**src/rtl/maze_pkg.sv**
```systemverilog
// Shared types and PS/2 set-2 scancode constants for the maze game input path.
package maze_pkg;

    typedef enum logic [1:0] {
        UP    = 2'b00,
        DOWN  = 2'b01,
        LEFT  = 2'b10,
        RIGHT = 2'b11
    } dir_t;

    typedef enum logic [2:0] {
        ST_IDLE,
        ST_EXT,
        ST_BRK,
        ST_EXT_BRK,
        ST_PAUSE
    } ps2dec_state_t;

    localparam logic [7:0] SC_EXT   = 8'hE0;
    localparam logic [7:0] SC_BRK   = 8'hF0;
    localparam logic [7:0] SC_PAUSE = 8'hE1;

    localparam logic [7:0] SC_UP    = 8'h75;
    localparam logic [7:0] SC_DOWN  = 8'h72;
    localparam logic [7:0] SC_LEFT  = 8'h6B;
    localparam logic [7:0] SC_RIGHT = 8'h74;

    localparam logic [7:0] SC_W = 8'h1D;
    localparam logic [7:0] SC_S = 8'h1B;
    localparam logic [7:0] SC_A = 8'h1C;
    localparam logic [7:0] SC_D = 8'h23;

    // Bytes still to swallow after the leading E1 of the Pause sequence
    localparam logic [2:0] PAUSE_TAIL = 3'd7;

endpackage

```
**src/rtl/ps2_move_decoder_lookup.sv**
```systemverilog
// Maps a scancode byte to a direction; arrow codes only in extended context,
// WASD codes only in plain context and only when enabled.
module ps2_code_lookup
    import maze_pkg::*;
(
    input  logic [7:0] code_i,
    input  logic       ext_i,
    input  logic       wasd_en_i,
    output logic       hit_o,
    output dir_t       dir_o
);

    always_comb begin
        hit_o = 1'b0;
        dir_o = UP;
        if (ext_i) begin
            case (code_i)
                SC_UP:    begin hit_o = 1'b1; dir_o = UP;    end
                SC_DOWN:  begin hit_o = 1'b1; dir_o = DOWN;  end
                SC_LEFT:  begin hit_o = 1'b1; dir_o = LEFT;  end
                SC_RIGHT: begin hit_o = 1'b1; dir_o = RIGHT; end
                default:  ;
            endcase
        end else if (wasd_en_i) begin
            case (code_i)
                SC_W:    begin hit_o = 1'b1; dir_o = UP;    end
                SC_S:    begin hit_o = 1'b1; dir_o = DOWN;  end
                SC_A:    begin hit_o = 1'b1; dir_o = LEFT;  end
                SC_D:    begin hit_o = 1'b1; dir_o = RIGHT; end
                default: ;
            endcase
        end
    end

endmodule

```
**src/rtl/ps2_move_decoder.sv**
```systemverilog
// PS/2 scancode stream to maze move pulses: prefix FSM, per-source held flags,
// prefix timeout and registered outputs.
module ps2_move_decoder
    import maze_pkg::*;
#(
    parameter int TIMEOUT_CYCLES = 2_500_000,
    parameter bit ENABLE_WASD    = 1'b1
) (
    input  logic       CLOCK_50,
    input  logic       reset,
    input  logic [7:0] received_data,
    input  logic       received_data_en,
    output logic       move_valid,
    output logic [1:0] move_dir,
    output logic [3:0] key_held,
    output logic       seq_error
);

    localparam int            TW      = $clog2(TIMEOUT_CYCLES + 1);
    localparam logic [TW-1:0] TMO_MAX = TW'(TIMEOUT_CYCLES);

    ps2dec_state_t state_q, state_d;
    logic [TW-1:0] tmo_q, tmo_d;
    logic [2:0]    pcnt_q, pcnt_d;
    logic [3:0]    arrow_q, arrow_d;
    logic [3:0]    wasd_q, wasd_d;
    logic [3:0]    held_q, held_d;
    logic          mv_q, mv_d;
    dir_t          dir_q, dir_d;
    logic          serr_q, serr_d;

    logic ext;
    logic hit;
    dir_t ldir;
    logic do_make, do_brk;

    assign ext = (state_q == ST_EXT) || (state_q == ST_EXT_BRK);

    ps2_code_lookup u_lookup (
        .code_i    (received_data),
        .ext_i     (ext),
        .wasd_en_i (ENABLE_WASD),
        .hit_o     (hit),
        .dir_o     (ldir)
    );

    always_comb begin
        state_d = state_q;
        tmo_d   = tmo_q;
        pcnt_d  = pcnt_q;
        arrow_d = arrow_q;
        wasd_d  = wasd_q;
        mv_d    = 1'b0;
        dir_d   = dir_q;
        serr_d  = 1'b0;
        do_make = 1'b0;
        do_brk  = 1'b0;

        // A strobe takes priority over an expiring timeout in the same cycle
        if (received_data_en) begin
            tmo_d = '0;
            case (state_q)
                ST_IDLE: begin
                    if (received_data == SC_EXT)        state_d = ST_EXT;
                    else if (received_data == SC_BRK)   state_d = ST_BRK;
                    else if (received_data == SC_PAUSE) begin
                        state_d = ST_PAUSE;
                        pcnt_d  = PAUSE_TAIL;
                    end else                            do_make = 1'b1;
                end
                ST_EXT: begin
                    if (received_data == SC_BRK) state_d = ST_EXT_BRK;
                    else begin
                        do_make = 1'b1;
                        state_d = ST_IDLE;
                    end
                end
                ST_BRK, ST_EXT_BRK: begin
                    do_brk  = 1'b1;
                    state_d = ST_IDLE;
                end
                ST_PAUSE: begin
                    pcnt_d = pcnt_q - 3'd1;
                    if (pcnt_q == 3'd1) state_d = ST_IDLE;
                end
                default: state_d = ST_IDLE;
            endcase
        end else if (state_q != ST_IDLE) begin
            if (tmo_q == TMO_MAX) begin
                state_d = ST_IDLE;
                tmo_d   = '0;
                pcnt_d  = '0;
                serr_d  = 1'b1;
            end else begin
                tmo_d = tmo_q + TW'(1);
            end
        end

        // A pulse only when neither source already holds this direction
        if (do_make && hit) begin
            if (ext) begin
                if (!arrow_q[ldir]) begin
                    arrow_d[ldir] = 1'b1;
                    mv_d          = !held_q[ldir];
                end
            end else if (!wasd_q[ldir]) begin
                wasd_d[ldir] = 1'b1;
                mv_d         = !held_q[ldir];
            end
        end

        if (do_brk && hit) begin
            if (ext) arrow_d[ldir] = 1'b0;
            else     wasd_d[ldir]  = 1'b0;
        end

        if (mv_d) dir_d = ldir;
        held_d = arrow_d | wasd_d;
    end

    always_ff @(posedge CLOCK_50 or posedge reset) begin
        if (reset) begin
            state_q <= ST_IDLE;
            tmo_q   <= '0;
            pcnt_q  <= '0;
            arrow_q <= '0;
            wasd_q  <= '0;
            held_q  <= '0;
            mv_q    <= 1'b0;
            dir_q   <= UP;
            serr_q  <= 1'b0;
        end else begin
            state_q <= state_d;
            tmo_q   <= tmo_d;
            pcnt_q  <= pcnt_d;
            arrow_q <= arrow_d;
            wasd_q  <= wasd_d;
            held_q  <= held_d;
            mv_q    <= mv_d;
            dir_q   <= dir_d;
            serr_q  <= serr_d;
        end
    end

    assign move_valid = mv_q;
    assign move_dir   = dir_q;
    assign key_held   = held_q;
    assign seq_error  = serr_q;

endmodule
```
**config.mk**
```make
export PLATFORM = sky130hd
export DESIGN_NAME = ps2_move_decoder
export DESIGN_NICKNAME = d
export VERILOG_FILES = /design/src/rtl/maze_pkg.sv /design/src/rtl/ps2_move_decoder_lookup.sv /design/src/rtl/ps2_move_decoder.sv
export SDC_FILE = /design/constraint.sdc
export NUM_CORES = 1
export LEC_CHECK = 0
export CAP_MARGIN = 20
export CORE_MARGIN = 5
export CORE_UTILIZATION = 30
export DETAILED_ROUTE_END_ITERATION = 16
export RECOVER_POWER = 50
export SLEW_MARGIN = 20
export SYNTH_ARGS = -nofsm -noshare
export SYNTH_HDL_FRONTEND = slang
export SYNTH_SLANG_ARGS = --single-unit
```
**constraint.sdc**
```tcl
create_clock -name CLOCK_50 -period 3.55 [get_ports CLOCK_50]
set_clock_uncertainty 0.1 [all_clocks]
set_input_delay 1.065 -clock CLOCK_50 [delete_from_list [all_inputs] [get_ports CLOCK_50]]
set_output_delay 1.065 -clock CLOCK_50 [all_outputs]
set_load 0.01 [all_outputs]
```
* After elaboration in Yosys (flattened, before gate mapping)
Index checks and enable logic that the tools add are counted.
** Word-level totals
- Memories :: 0
- RAM bits :: 0
- Logic and storage cells :: 112
- Input bits :: 11
- Latch bits :: 0
- Memory bits (read-only) :: 0
- Output and inout bits :: 8
- Bits in registers :: 44
** Cells by class
- Order comparisons :: 2
- Div/mod/pow operators :: 0
- Equality and inequality tests :: 23
- Muxes and demuxes :: 56
- $add $sub $neg :: 2
- Multipliers :: 0
- Reductions and logical operators :: 14
- Bitwise gates (word level) :: 6
- Shift operators :: 0
** Operator list (count)
- $mux 22 :: 3
- $mux 4 :: 10
- $mux 3 :: 11
- $eq 8x7->1 const B :: 4
- $eq 8x5->1 const B :: 3
- $eq 8x8->1 const B :: 3
- $add 22x1->22 const B :: 1
- $eq 22x22->1 const B :: 1
- $mux 1 :: 21
- $ne 3x3->1 const B :: 4
- $or 4x4->4 :: 3
- $pmux 2 s3 :: 2
- $pmux 3 s3 :: 1
- $and 4x4->4 :: 2
- $eq 8x6->1 const B :: 1
- $reduce_or 4->1 :: 2
- $bmux 1 s2 :: 3
- $eq 3x1->1 const B :: 2
- $eq 3x2->1 const B :: 2
- $pmux 3 s2 :: 1
- $reduce_and 6->1 :: 1
- $ne 5x5->1 const B :: 1
- $mux 2 :: 2
- $not 4->4 :: 1
- other kinds (15) :: 18

* Depth between registers and ports, before layout
- Word-level depth :: 15
- Mapped depth :: 10
- Mapped depth without buffers :: 8

* Modules after synthesis
From an unflattened synthesis, not the netlist that was laid out.
** Second synthesis, totals
- Cell total of the unflattened synthesis :: 273
- Area, all modules :: 2643.8 µm²
** Modules (own cells, without submodules)
- ps2_move_decoder :: cells each 250, instances 1, seq. area each 1101.1 µm², area each 2487.4 µm²
- ps2_code_lookup :: cells each 23, instances 1, seq. area each 0.0 µm², area each 156.4 µm²

* Least setup slack after synthesis
OpenSTA, ideal clock, no wires.
- Path kind :: input -> register
- Start :: input received_data[4]
- End :: register held_q[3] (netlist: key_held[3])
- Buffers on the path :: 1
- Setup slack :: 182 ps
- Required time :: 3363 ps
- Arrival time :: 3181 ps
- Library setup time :: 87 ps
- Stages on the path :: 8
- Cells stage by stage :: buf_4 -> nand4bb_4 -> a2111o_1 -> o21ai_4 -> mux2_4 -> a2111oi_4 -> a41oi_2 -> o211ai_1
** Between the ends
- Cells in the longest elaborated chain, start to end :: 15
- Elaborated cells on any way between the ends :: 52
- Classes of those cells :: 2 x order compare; 11 x eq/ne; 28 x mux; 6 x bitwise; 5 x reduce/logical
** Ends and longest elaborated chain
- start, declared :: RTL line ps2_move_decoder.sv:11 : input logic [7:0] received_data,
- $eq 8x6->1 (tied with other cells) :: RTL line ps2_move_decoder_lookup.sv:25 : case (code_i)
- $pmux 2 s3 (on tied branches) :: RTL line ps2_move_decoder_lookup.sv:25, ps2_move_decoder_lookup.sv:17
- $mux 2 :: RTL line ps2_move_decoder_lookup.sv:16 : if (ext_i) begin
- $lt 2x3->1 (implied by the code) / $ge 2x1->1 (equally long branches)
- $logic_and 1x1->1 (implied by the code)
- $mux 1 (implied by the code)
- $demux 1 s2
- $or 4x4->4 (no source line)
- $mux 4 (on tied branches) :: RTL line ps2_move_decoder.sv:102, ps2_move_decoder.sv:106
- $mux 4 :: RTL line ps2_move_decoder.sv:101 : if (ext) begin
- $mux 4 :: RTL line ps2_move_decoder.sv:100 : if (do_make && hit) begin
- $and 4x4->4 (no source line)
- $mux 4 :: RTL line ps2_move_decoder.sv:113 : if (ext) arrow_d[ldir] = 1'b0;
- $mux 4 :: RTL line ps2_move_decoder.sv:112 : if (do_brk && hit) begin
- $or 4x4->4 (*) :: RTL line ps2_move_decoder.sv:118 : held_d = arrow_d | wasd_d;
- named net held_d[3] :: RTL line ps2_move_decoder.sv:27 : logic [3:0] held_q, held_d;
- end signal, assigned :: RTL line ps2_move_decoder.sv:138 : held_q <= held_d;
- end, declared :: RTL line ps2_move_decoder.sv:27
The timed path passes the listed nets; every way through them passes the cells marked *. The select of a mux whose other input is x is not followed.
A chain may end at the register's enable or synchronous reset.

* Final worst setup path
- Start :: input received_data[2]
- End :: register dir_q[0] (netlist: move_dir[0])
** Between the ends
- Cells in the longest elaborated chain, start to end :: 9
- Elaborated cells on any way between the ends :: 37
- Classes of those cells :: 11 x eq/ne; 22 x mux; 4 x reduce/logical
** Ends and longest elaborated chain
- $eq 8x6->1 (tied with other cells) :: RTL line ps2_move_decoder_lookup.sv:25
- $pmux 2 s3 (on tied branches) :: RTL line ps2_move_decoder_lookup.sv:25, ps2_move_decoder_lookup.sv:17
- $mux 2 :: RTL line ps2_move_decoder_lookup.sv:16
- $bmux 1 s2 :: RTL line ps2_move_decoder.sv:104, ps2_move_decoder.sv:108
- $mux 1 (implied by the code) :: RTL line ps2_move_decoder.sv:104, ps2_move_decoder.sv:108
- $logic_not 1->1 :: RTL line ps2_move_decoder.sv:104, ps2_move_decoder.sv:108
- $mux 1 (on tied branches) :: RTL line ps2_move_decoder.sv:106, ps2_move_decoder.sv:102
- $mux 1 :: RTL line ps2_move_decoder.sv:101
- $mux 1 :: RTL line ps2_move_decoder.sv:100
- end signal, assigned :: RTL line ps2_move_decoder.sv:140 : dir_q <= dir_d;
- end, declared :: RTL line ps2_move_decoder.sv:29 : dir_t dir_q, dir_d;
Several ways; a longest one is shown, not always the timed one. The select of a mux whose other input is x is not followed.

==> run metrics <==
vias in the first global route 2294; Starting DRT DRC Count 108; core area 8810 sq um; DR vias/cell 5.10; top_reg_cell synth dfrtp_1; Initial Util 0.310; CP Max Fanout 9; Worst Tran Pin Value about 0.96 ns; Antenna diodes 0; CTS max path bufs 2; first-pass GRT wire length 11000 microns; max cap viols 0; WL final 6290 microns; ANT nets after route 0; area of the multi-input gates 1540 sq um; IO Pins 19; worst skew pair latency 0.30 ns; Tot GR Track Use 0.119; Avg Cell Area, Syn between 9 and 10 sq um; PwrDens 315 nW/um^2; Final Hold Violating Endpoints 0; top-count cell post-synth dfrtp_1; Max transition margin 0.356; Final Max Tran Viols 0; routability congestion estimate around 0.79; number of flops mapped to enable cells by yosys 0; port bufs 18; top cell type's share of synthesized area 0.403; leak pwr 1.45 nW; crit path kind in -> reg; Yosys top cell by area dfrtp_1; htree depth 2; Worst EP arrival 3.44 ns; Synth Cell Area 2730 sq um; Worst setup EP type flop; Final #Nets 358; worst r2r path cells 6; drt first pass iters 4; clock-pin slew on the worst setup and hold paths ~0.09 ns; share of layout cells above drive strength 1 0.163; post-cts hold buffer count 0; Remaining DRCs 0; RSZ-0062 raised after global routing false; Tot Pwr 0.00106 W; crit path time final 3.36 ns; Avg WL per Cell about 14 microns; maximum clock frequency slightly below 0.3 GHz; peak supply drop between 0.1 and 0.15 mV; die extent in y ~110 microns; worst hold margin ~0.39 ns; Seq/Total Area, Yosys 0.403; Die ar. around 11000 sq um; root buffer cell clkbuf_8; global route overflow 0; Mapped Cells between 200 and 300; filler instances 858; status finished clean; fin crit share 0.947; Area Overhead vs Synth 23.2%; syn nets 310; largest net degree at the start of global routing between 40 and 50; via count around 2300; Worst Setup Start Kind primary input; FP Rows 34; ranking of synthesized cells by area dfrtp_1, nor2_1, nand2_1, o21ai_0, xor2_1; Hold WC Path Type reg -> reg; Die X 105 microns; WHS Path Cells 1; Synth Warn # 0; Post-synth top cells dfrtp_1, nor2_1, nand2_1; CTS Sinks between 40 and 50; Synth Register Bits 44; async set-or-reset flop fraction in the synthesized netlist 1.00; CTS tree built; HPWL after detailed placement ~4700 microns; initial antenna violation count 0; sequential cell area 1100 sq um; CP required ~3.6 ns; final setup vio count 0; post-synthesis cell type count 60; number of buffers created by CTS 5
==> where the power goes <==
group / switching, W / total, W / leakage (nW) / internal [W]
clock network: 0.000173 / 0.000382 / 0.0552 / 0.000209
registers: 0.0000131 / 0.000533 / 0.605 / 0.000520
logic: 0.0000812 / 0.000145 / 0.791 / 0.0000636
==> routing by layer <==
| layer | up-vias | global-route usage | routed length, microns |
|---|---|---|---|
| li1 | 1180 | - | - |
| met1 | 1094 | 0.159 | 3110 |
| met2 | 22 | 0.189 | 2920 |
| met3 | 9 | 0.0306 | 141 |
| met4 | 0 | 0.0337 | 119 |
| met5 | - | 0 | 0 |
==> path summary, 6_finish.rpt <==
check / start / end / slack [ns]
setup / recovery: received_data[2] / move_dir[0] / 0.19
hold / removal: tmo_q[8] / tmo_q[8] / 0.39
setup reg to reg: tmo_q[11] / tmo_q[17] / 0.75
hold reg to reg: tmo_q[8] / tmo_q[8] / 0.39
max in group asynchronous: reset / tmo_q[13] / 1.06
min in group asynchronous: reset / wasd_q[3] / 1.12
==> per-stage QoR <==
stage	instances	TNS (ns)	util	cell area, sq um	setup WS (ns)
floorplan	295	0	-	2730	0.182
global placement	443	-5.02	0.367	3240	-0.523
detailed placement	443	-4.92	0.367	3240	-0.490
CTS	451	0	0.380	3350	0.0305
global route	452	0	0.382	3370	0.0217
finish	452	0	0.382	3370	0.188
==> sequential cells by signal, indices dropped and copies added (netlist names) <==
register    count
wasd_q          4
pcnt_q          3
move_valid      1
key_held        4
move_dir        2
arrow_q         4
state_q         3
tmo_q          22
seq_error       1
==> critical path: stages <==
cell             delay [ns]
clkdlybuf4s50_1        0.44
buf_4                  0.15
nor2b_1                0.14
and3_4                 0.18
o32a_1                 0.37
buf_4                  0.20
mux2i_1                0.16
a211oi_2               0.20
o211a_1                0.21
mux2_1                 0.33
==> cell families (layout without fill, tap and decap cells) <==
kind of cell,count (synthesis),in the layout,share of synthesized area
buf+inv,21,70,0.0348
fa+ha+maj,4,4,0.0183
xor+xnor,16,16,0.0513
simple gates,128,128,0.253
flops,44,44,0.403
mux,7,7,0.0302
compound gates,75,75,0.210
==> cells in the final DEF (no fill, tap or decap), types with 5 or more instances in the layout <==
cell type,synthesis,routed
o21ai_0,20,20
and3_1,6,6
clkbuf_8,0,5
clkdlybuf4s50_1,0,11
nor2b_1,6,6
nor3_1,8,8
dfrtp_1,44,44
nand4_1,6,6
a21oi_1,9,9
buf_4,2,31
inv_1,11,11
nand2_1,27,27
nand3_1,13,13
nor2_1,34,34
xor2_1,11,11
xnor2_1,5,5
nand2b_1,6,6
o211ai_1,5,5
==> what timing repair did <==
action | 4_1_cts | 5_1_grt
gates resized for setup | 3 | 5
setup buffers | 0 | 0
setup endpoints to repair | 10 | 11
pin swaps | 1 | 5
==> final cells by class <==
class	count	share of cell area
timing repair buffer	51	0.130
clock inverter	2	0.0104
sequential	44	0.327
tap	108	0.0401
clock buffer	6	0.0216
inverter	11	0.0123
multi-input combinational	230	0.459
(Power assumes the default switching activity.)
